===== src/rtl/tnn_pkg.sv =====
// Shared types and helpers for the ternary activation store path.
package tnn_pkg;

    localparam int unsigned WORD_WIDTH     = 32;
    localparam int unsigned BYTES_PER_WORD = 4;

    typedef struct packed {
        logic [BYTES_PER_WORD-1:0] be;
        logic [WORD_WIDTH-1:0]     data;
    } word_entry_t;

    function automatic int unsigned chunks_per_word(input int unsigned chunk_width);
        return WORD_WIDTH / chunk_width;
    endfunction

    // Byte enables covering the first 'fill' chunks of a word.
    function automatic logic [BYTES_PER_WORD-1:0] partial_be(input int unsigned fill,
                                                             input int unsigned bytes_per_chunk);
        logic [BYTES_PER_WORD-1:0] be;
        be = '0;
        for (int unsigned b = 0; b < BYTES_PER_WORD; b++) begin
            be[b] = (b < fill * bytes_per_chunk);
        end
        return be;
    endfunction

endpackage


===== src/rtl/tnn_word_fifo.sv =====
// Small synchronous FIFO with occupancy counter and wrap-around pointers.
module tnn_word_fifo #(
    parameter int unsigned WIDTH = 36,
    parameter int unsigned DEPTH = 2
) (
    input  logic             clk_i,
    input  logic             rst_ni,
    input  logic             clear_i,
    input  logic             push_i,
    input  logic [WIDTH-1:0] data_i,
    input  logic             pop_i,
    output logic [WIDTH-1:0] data_o,
    output logic             full_o,
    output logic             empty_o
);

    localparam int unsigned PtrW = (DEPTH > 1) ? $clog2(DEPTH) : 1;
    localparam int unsigned CntW = $clog2(DEPTH + 1);

    logic [WIDTH-1:0] mem_q [DEPTH];
    logic [PtrW-1:0]  wr_ptr_q, wr_ptr_d, rd_ptr_q, rd_ptr_d;
    logic [CntW-1:0]  cnt_q, cnt_d;
    logic             do_push, do_pop;

    function automatic logic [PtrW-1:0] ptr_incr(input logic [PtrW-1:0] p);
        return (p == PtrW'(DEPTH - 1)) ? '0 : p + 1'b1;
    endfunction

    assign full_o  = (cnt_q == CntW'(DEPTH));
    assign empty_o = (cnt_q == '0);
    assign do_push = push_i && !full_o;
    assign do_pop  = pop_i && !empty_o;
    assign data_o  = mem_q[rd_ptr_q];

    always_comb begin
        wr_ptr_d = wr_ptr_q;
        rd_ptr_d = rd_ptr_q;
        cnt_d    = cnt_q;
        if (clear_i) begin
            wr_ptr_d = '0;
            rd_ptr_d = '0;
            cnt_d    = '0;
        end else begin
            if (do_push) wr_ptr_d = ptr_incr(wr_ptr_q);
            if (do_pop)  rd_ptr_d = ptr_incr(rd_ptr_q);
            cnt_d = cnt_q + CntW'(do_push) - CntW'(do_pop);
        end
    end

    always_ff @(posedge clk_i or negedge rst_ni) begin
        if (!rst_ni) begin
            wr_ptr_q <= '0;
            rd_ptr_q <= '0;
            cnt_q    <= '0;
        end else begin
            wr_ptr_q <= wr_ptr_d;
            rd_ptr_q <= rd_ptr_d;
            cnt_q    <= cnt_d;
        end
    end

    always_ff @(posedge clk_i or negedge rst_ni) begin
        if (!rst_ni) begin
            for (int unsigned i = 0; i < DEPTH; i++) mem_q[i] <= '0;
        end else if (do_push && !clear_i) begin
            mem_q[wr_ptr_q] <= data_i;
        end
    end

endmodule


===== src/rtl/ternary_word_packer.sv =====
// Packs compressed ternary chunks little-endian into 32-bit words with flushable partial words.
module ternary_word_packer
    import tnn_pkg::*;
#(
    parameter int unsigned CHUNK_WIDTH = 8,
    parameter int unsigned FIFO_DEPTH  = 2
) (
    input  logic                   clk_i,
    input  logic                   rst_ni,
    input  logic                   clear_i,
    input  logic [CHUNK_WIDTH-1:0] chunk_i,
    input  logic                   chunk_valid_i,
    output logic                   chunk_ready_o,
    input  logic                   flush_i,
    output logic [WORD_WIDTH-1:0]  word_o,
    output logic [3:0]             word_be_o,
    output logic                   word_valid_o,
    input  logic                   word_ready_i,
    output logic                   idle_o
);

    localparam int unsigned N             = chunks_per_word(CHUNK_WIDTH);
    localparam int unsigned BytesPerChunk = CHUNK_WIDTH / 8;

    if (!(CHUNK_WIDTH == 8 || CHUNK_WIDTH == 16 || CHUNK_WIDTH == 32)) begin : g_bad_chunk_width
        $error("ternary_word_packer: CHUNK_WIDTH must be 8, 16 or 32");
    end
    if (FIFO_DEPTH < 1) begin : g_bad_fifo_depth
        $error("ternary_word_packer: FIFO_DEPTH must be at least 1");
    end

    logic [1:0]            fill_q, fill_d;
    logic [WORD_WIDTH-1:0] acc_q, acc_d, acc_ins;
    logic                  flush_pending_q, flush_pending_d;
    logic                  accept, fifo_full, fifo_empty, push, pop;
    word_entry_t           push_entry, head_entry;

    assign chunk_ready_o = !fifo_full && !flush_pending_q;
    assign accept        = chunk_valid_i && chunk_ready_o;
    assign word_valid_o  = !fifo_empty;
    assign pop           = word_valid_o && word_ready_i;
    assign idle_o        = (fill_q == '0) && fifo_empty && !flush_pending_q;
    // Gate the head so an empty FIFO always presents zeros.
    assign word_o        = word_valid_o ? head_entry.data : '0;
    assign word_be_o     = word_valid_o ? head_entry.be : '0;

    always_comb begin
        acc_ins = acc_q;
        acc_ins[CHUNK_WIDTH*fill_q +: CHUNK_WIDTH] = chunk_i;
    end

    always_comb begin
        fill_d          = fill_q;
        acc_d           = acc_q;
        flush_pending_d = flush_pending_q;
        push            = 1'b0;
        push_entry      = '0;
        if (clear_i) begin
            fill_d          = '0;
            acc_d           = '0;
            flush_pending_d = 1'b0;
        end else begin
            if (accept) begin
                if (fill_q == 2'(N - 1)) begin
                    push            = 1'b1;
                    push_entry.data = acc_ins;
                    push_entry.be   = 4'hF;
                    fill_d          = '0;
                    acc_d           = '0;
                end else begin
                    fill_d = fill_q + 2'd1;
                    acc_d  = acc_ins;
                end
            end else if (flush_pending_q && !fifo_full) begin
                // Chunks are blocked while pending, so this never races a full-word push.
                push            = (fill_q != '0);
                push_entry.data = acc_q;
                push_entry.be   = partial_be(32'(fill_q), BytesPerChunk);
                fill_d          = '0;
                acc_d           = '0;
                flush_pending_d = 1'b0;
            end
            if (flush_i) flush_pending_d = 1'b1;
        end
    end

    always_ff @(posedge clk_i or negedge rst_ni) begin
        if (!rst_ni) begin
            fill_q          <= '0;
            acc_q           <= '0;
            flush_pending_q <= 1'b0;
        end else begin
            fill_q          <= fill_d;
            acc_q           <= acc_d;
            flush_pending_q <= flush_pending_d;
        end
    end

    tnn_word_fifo #(
        .WIDTH ($bits(word_entry_t)),
        .DEPTH (FIFO_DEPTH)
    ) u_fifo (
        .clk_i   (clk_i),
        .rst_ni  (rst_ni),
        .clear_i (clear_i),
        .push_i  (push),
        .data_i  (push_entry),
        .pop_i   (pop),
        .data_o  (head_entry),
        .full_o  (fifo_full),
        .empty_o (fifo_empty)
    );

endmodule

===== config.mk =====
export PLATFORM = sky130hd
export DESIGN_NAME = ternary_word_packer
export DESIGN_NICKNAME = d
export VERILOG_FILES = /design/src/rtl/tnn_pkg.sv /design/src/rtl/tnn_word_fifo.sv /design/src/rtl/ternary_word_packer.sv
export SDC_FILE = /design/constraint.sdc
export NUM_CORES = 1
export LEC_CHECK = 0
export BUFFER_PORTS_ARGS = -buffer_cell sky130_fd_sc_hd__buf_2
export CAP_MARGIN = 20
export CORE_AREA = 2 2 109 111
export CTS_BUF_LIST = sky130_fd_sc_hd__clkbuf_8 sky130_fd_sc_hd__clkbuf_16
export DETAILED_ROUTE_END_ITERATION = 10
export DIE_AREA = 0 0 111 113
export HOLD_SLACK_MARGIN = 0.03
export PLACE_DENSITY = 0.7
export SLEW_MARGIN = 20
export SYNTH_ARGS = -nofsm -noshare
export SYNTH_HDL_FRONTEND = slang
export SYNTH_SLANG_ARGS = --single-unit

===== constraint.sdc =====
create_clock -name clk_i -period 1.9 [get_ports clk_i]
set_input_delay 0.19 -clock clk_i [delete_from_list [all_inputs] [get_ports clk_i]]
set_output_delay 0.19 -clock clk_i [all_outputs]
set_load 0.005 [all_outputs]

* Word-level counts from Yosys, hierarchy flattened
Cells that the tools add are included.
** Storage, ports and cells
- Flip-flop bits (word level) :: 111
- Logic and storage cells :: 86
- Output and inout port bits :: 39
- Bits of input ports :: 14
** Cells by class
- Add/sub/neg operators :: 6
- Mux-type cells :: 36
- $lt $le $gt $ge :: 7
- Bitwise logic cells :: 2
- Shifts and indexed selects :: 2
- Equality and inequality tests :: 3
- Reduce and logical (&&, ||, !) cells :: 22
** Operators with widths (number)
- 2-to-1 mux 36 bit :: 8
- 2-to-1 mux 32 bit :: 5
- bitwise mux 72 bit :: 1
- demux 36 bit (select 1 bit) :: 1
- negator 5 -> 34 bit :: 1
- variable shift 8 x 34 -> 32 bit, first input constant :: 1
- variable part select 8 x 34 -> 32 bit :: 1
- bitwise mux 32 bit :: 1
- 2-to-1 mux 1 bit :: 14
- logical AND 1 bit :: 10
- 2-to-1 mux 2 bit :: 5
- nonzero test 2 bit :: 3
- nonzero test 3 bit :: 2
- == test 2 bit, second input constant :: 2
- >= comparator 2 bit, second input constant :: 2
- logical NOT 1 bit :: 4
- logical NOT 2 bit :: 2
- < comparator 1 x 2 -> 1 bit, first input constant :: 2
- < comparator 2 bit, first input constant :: 2
- 2-to-1 mux 4 bit :: 1
- inverter 1 -> 2 bit :: 2
- inequality test 3 bit, second input constant :: 1
- adder 1 bit, second input constant :: 2
- adder 2 x 1 -> 2 bit :: 1
- other kinds (4) :: 4

* Logic depth before layout (Yosys ltp)
- Depth after elaboration :: 10
- Depth in mapped cells :: 9
- Mapped depth without buffers :: 9

* Modules after synthesis
From an unflattened synthesis, not the netlist that was laid out.
** Second synthesis, totals
- Cell total of the unflattened synthesis :: 431
- Area, all modules :: 5649.2 um^2
** Modules (own cells, without submodules)
- tnn_word_fifo :: instances 1, seq. area each 1901.8 um^2, cells each 215, area each 3340.7 um^2
- ternary_word_packer :: instances 1, seq. area each 875.8 um^2, cells each 216, area each 2308.5 um^2

* Worst setup path before layout
OpenSTA, ideal clock, no wires.
- Path kind :: register -> register
- From :: register fill_q[0]
- To :: register u_fifo.mem_q[36] (netlist bit)
- Path slack :: -0.110 ns
- Library setup time :: 0.079 ns
- Clock period less this slack :: 2.010 ns
- Path buffers :: 0
- Cell stages (with the launch flop) :: 7
- Arrival time :: 1.931 ns
- Data required time :: 1.821 ns
- Cells stage by stage :: dfrtp_1 -> inv_1 -> ha_1 -> or3b_2 -> nor4_4 -> a22oi_1 -> mux2i_1
** On the way
- Cells in the longest elaborated chain, start to end :: 7
- Elaborated cells between the ends (all ways) :: 16
** Ends and longest elaborated chain
- start, declared :: RTL line ternary_word_packer.sv:32 : logic [1:0] fill_q, fill_d;
- start signal, assigned :: RTL line ternary_word_packer.sv:93 : fill_q <= fill_d;
- negator 5 -> 34 bit :: RTL line ternary_word_packer.sv:49 : acc_ins[CHUNK_WIDTH*fill_q +: CHUNK_WIDTH] = chunk_i;
- variable part select 8 x 34 -> 32 bit or variable shift 8 x 34 -> 32 bit (tied branches) :: RTL line ternary_word_packer.sv:49
- bitwise mux 32 bit :: RTL line ternary_word_packer.sv:49
- 2-to-1 mux 36 bit :: RTL line ternary_word_packer.sv:64 : if (fill_q == 2'(N - 1)) begin
- 2-to-1 mux 36 bit :: RTL line ternary_word_packer.sv:63 : if (accept) begin
- 2-to-1 mux 36 bit :: RTL line ternary_word_packer.sv:58 : if (clear_i) begin
- bitwise mux 72 bit :: RTL line tnn_word_fifo.sv:66 : mem_q[wr_ptr_q] <= data_i;
- end signal, assigned by index :: RTL line tnn_word_fifo.sv:66
- end, declared :: RTL line tnn_word_fifo.sv:20 : logic [WIDTH-1:0] mem_q [DEPTH];
Several ways; a longest one is shown, not always the timed one.
A chain may end at the register's enable or synchronous reset.

* Worst setup path in the final report
- From :: register fill_q[1]
- To :: register acc_q[5]
** On the way
- Cells in the longest elaborated chain, start to end :: 6
- Elaborated cells between the ends (all ways) :: 8
** Ends and longest elaborated chain
- negator 5 -> 34 bit :: RTL line ternary_word_packer.sv:49
- variable part select 8 x 34 -> 32 bit or variable shift 8 x 34 -> 32 bit (tied branches) :: RTL line ternary_word_packer.sv:49
- bitwise mux 32 bit :: RTL line ternary_word_packer.sv:49
- 2-to-1 mux 32 bit (*) :: RTL line ternary_word_packer.sv:64
- 2-to-1 mux 32 bit (*) :: RTL line ternary_word_packer.sv:63
- 2-to-1 mux 32 bit (*) :: RTL line ternary_word_packer.sv:58
- end signal, assigned :: RTL line ternary_word_packer.sv:90 : acc_q <= '0;
- end signal, assigned :: RTL line ternary_word_packer.sv:94 : acc_q <= acc_d;
- end, declared :: RTL line ternary_word_packer.sv:33 : logic [WORD_WIDTH-1:0] acc_q, acc_d, acc_ins;
Every way passes the cells marked *; elsewhere a longest branch is shown, timed or not.

==> parameters.txt <==
Parameter                              Value

Final layout
  Reg area ... 2780 µm²
  Post-route cell area ... 6870 µm²
  Post-Layout Cell Count ... 710
  Core occupancy in the finished layout ... 60.9%
  Ratio of cells with drive above 1 in the final layout ... 31.7%
  Commonest cells after routing, fill and taps aside ... dfrtp_1 (106), mux2i_1 (99), inv_1 (66), buf_2 (51), nor2_1 (41)
  P&R area growth vs syn ... 24.4%
  Number of filler cells placed in the layout ... 878
  Number of antenna diodes ... 0
  Most common cell after layout, fill and taps aside ... dfrtp_1
  Net count, final ... 583
  Combined area of the multi-input logic cells ... 2550 µm²

Timing
  Max_slew headroom ... 58.8%
  Worst setup skew after layout ... 0.0112 ns
  Final Hold Vio Count ... 0
  Worst hold slack after final layout ... 0.0677 ns
  Setup TNS Final ... 0 ns
  Min cycle time layout ... 1.88 ns
  Final-report setup violation count ... 0
  Max-slew violation total from the final report ... 0
  RSZ-0062 raised after global routing ... yes
  Setup ws final ... 0.0165 ns
  Final cycle utilization of the critical path ... 99.1%
  Timing-limited maximum frequency ... 531 MHz
  Measured slew at the worst slew-check pin ... 0.619 ns

Placed design
  Buffers on Ports ... 52
  Post-placement setup slack ... -0.0718 ns
  Cell total after placement ... 686
  Hpwl dp ... 8050 µm
  Area after detailed placement ... 6170 µm²
  Routability congestion estimate from global placement ... 0.841

Global routing
  Largest net degree at the start of global routing ... 112
  Initial antenna violation count ... 0
  Vias in the first global route ... 3937
  Total grt overflow ... 0
  Total track usage ... 20.3%
  Global-route wire length before repair ... 20500 µm

Synthesis
  Number of synthesized register bits ... 111
  Synthesized-area fraction occupied by adder cells ... 1.59%
  Synth Warn # ... 0
  Post-Synthesis Cells ... 477
  Post-synthesis async set-or-reset flop share ... 100%
  Combined area of all synthesized cells ... 5520 µm²
  Combinational family with the most area after synthesis ... multiplexers
  Number of enable flip-flop cells after synthesis ... 0
  Total nets after synthesis ... 498
  Portion of the post-synthesis area used by sequential elements ... 50.3%
  Avg Inst Size Synth ... 11.6 µm²
  Distinct cell type count of the synthesized netlist ... 46
  Share of synthesized area spent on multiplexers ... 19.4%
  Compound-gate portion of the synthesized area ... 11.1%
  Synth Area in XOR/XNOR ... 0.476%
  Top flip-flop cell by instance count after synthesis ... dfrtp_1
  Share of synthesized cell area in and, or, nand and nor gates ... 9.47%

Power
  Internal power ... 5.30 mW
  Pwr dens ... 1170 nW/µm²
  VDD IR-drop max ... 1.44 mV
  Logic gate share of total power ... 33.7%
  Power share of the sequential group ... 40.1%
  Net switching power figure ... 2.75 mW
  Switching part of the total ... 34.1%
  Clk network pwr share ... 26.2%
  Total power consumption of the routed design ... 8.05 mW
  Leakage power summed over all cells ... 3.29 nW

Clock tree
  Clock buffers created by TritonCTS ... 9
  Number of buffers between clock root and the deepest sink ... 2
  Clk slew on worst S/H paths ... 0.08 ns
  Root cell of the clock tree ... clkbuf_16
  CTS H-tree lvls ... 3
  Clk_lat worst skew ... 0.35 ns
  TritonCTS clock tree ... built
  Clock sink count ... 111

Floorplan
  Area of the die ... 12500 µm²
  Top Ports ... 53
  Die span in y ... 113 µm
  Effective utilization at floorplan ... 49.0%
  Placement row count ... 39
  Overall die width ... 111 µm
  Area of the core ... 11300 µm²

Outcome
  Result of the run ... complete, no violations

Routing
  Via count of the routed design ... 3881
  Vias/cell ... 5.47
  Post-detailed-route DRC marker count ... 0
  Post-DR wirelength/cell ... 18.1 µm
  WL final ... 12800 µm
  Number of detailed-routing iterations run before antenna repair ... 4
  DR iter-0 viols ... 285
  Residual antenna-violating net count after detailed routing ... 0

Worst setup path
  Nature of the critical path endpoint ... flip-flop
  Signal arrival time at the worst endpoint ... 2.16 ns
  Critical path data required time ... 2.18 ns
  Path depth of the worst reg2reg path ... 4
  Crit path kind ... reg2reg
  CP startpoint kind ... flip-flop
  CP max FO ... 9

Run
  Max-cap viol count ... 0

Hold path
  Worst min-delay path class ... in2reg
  Count of cells along the worst hold path ... 3
-- power by group through the flow --
stage / Clock (mW) / Combinational, mW / Sequential, mW
after detailed placement: 0 / 2.53 / 3.25
after global routing: 2.25 / 3.03 / 3.30
after floorplan: 0 / 1.74 / 3.16
final: 2.11 / 2.71 / 3.23
after global placement: 0 / 2.46 / 3.22
after CTS: 2.14 / 2.60 / 3.21
-- synthesized netlist by cell type, types with 4 or more instances --
cell	instances	area, µm²
a22o_1	23	201
a22oi_1	31	233
and2_1	9	56.3
buf_2	8	40.0
buf_6	9	101
clkbuf_1	4	15.0
dfrtp_1	111	2780
ha_1	7	87.6
inv_1	69	259
mux2_2	7	78.8
mux2i_1	99	991
nand2_1	6	22.5
nor2_1	42	158
-- critical path, cell delays in order (launching register included) --
cell,delay [ns]
dfrtp_2,0.45
ha_4,0.19
or4_4,0.67
o21ai_4,0.31
a22o_1,0.19
-- state kept, by name, summed over array words and instances (netlist names) --
register	flops
u_fifo.cnt_q	2
u_fifo.wr_ptr_q	1
flush_pending_q	1
u_fifo.mem_q	72
u_fifo.rd_ptr_q	1
acc_q	32
fill_q	2
-- final cells by class --
| class | instances | area share [%] |
|---|---|---|
| clock buffer | 9 | 3.28 |
| clock inverter | 7 | 1.66 |
| inverter | 70 | 3.90 |
| multi-input combinational | 274 | 37.1 |
| sequential | 111 | 40.5 |
| tap | 143 | 2.61 |
| timing repair buffer | 96 | 10.9 |
-- metal layers --
layer | global-route usage, % | share of wire [%]
met5 | 0 | 0
met4 | 4.58 | 1.3
met3 | 3.64 | 2.9
met2 | 32.6 | 48
met1 | 29.3 | 48
-- what timing repair did --
action	4_1_cts	5_1_grt
gates cloned	0	3
hold endpoints to repair	111	0
hold buffers	1	0
pin swaps	1	19
gates resized for setup	10	39
buffers inserted	1	5
setup endpoints to repair	66	77
-- final timing paths --
path                                         end  slack [ns]              from
worst max-delay path                    acc_q[5]        0.02         fill_q[1]
worst min-delay path             flush_pending_q        0.07           flush_i
worst max register to register          acc_q[5]        0.02         fill_q[1]
worst min register to register  u_fifo.mem_q[32]        0.47  u_fifo.mem_q[32]
max in group asynchronous              acc_q[13]        0.98            rst_ni
min in group asynchronous        u_fifo.mem_q[1]        0.43            rst_ni
-- logic make-up (layout without fill, tap and decap cells) --
logic type	Yosys count	count (layout)
DFF	111	111
muxes	106	106
buffers and inverters	92	182
and+or+nand+nor	86	86
AOI/OAI and AO/OA	72	72
adders and majority gates	7	7
xor gates and xnor gates	3	3
No activity file was read; power rests on OpenSTA's default activity.
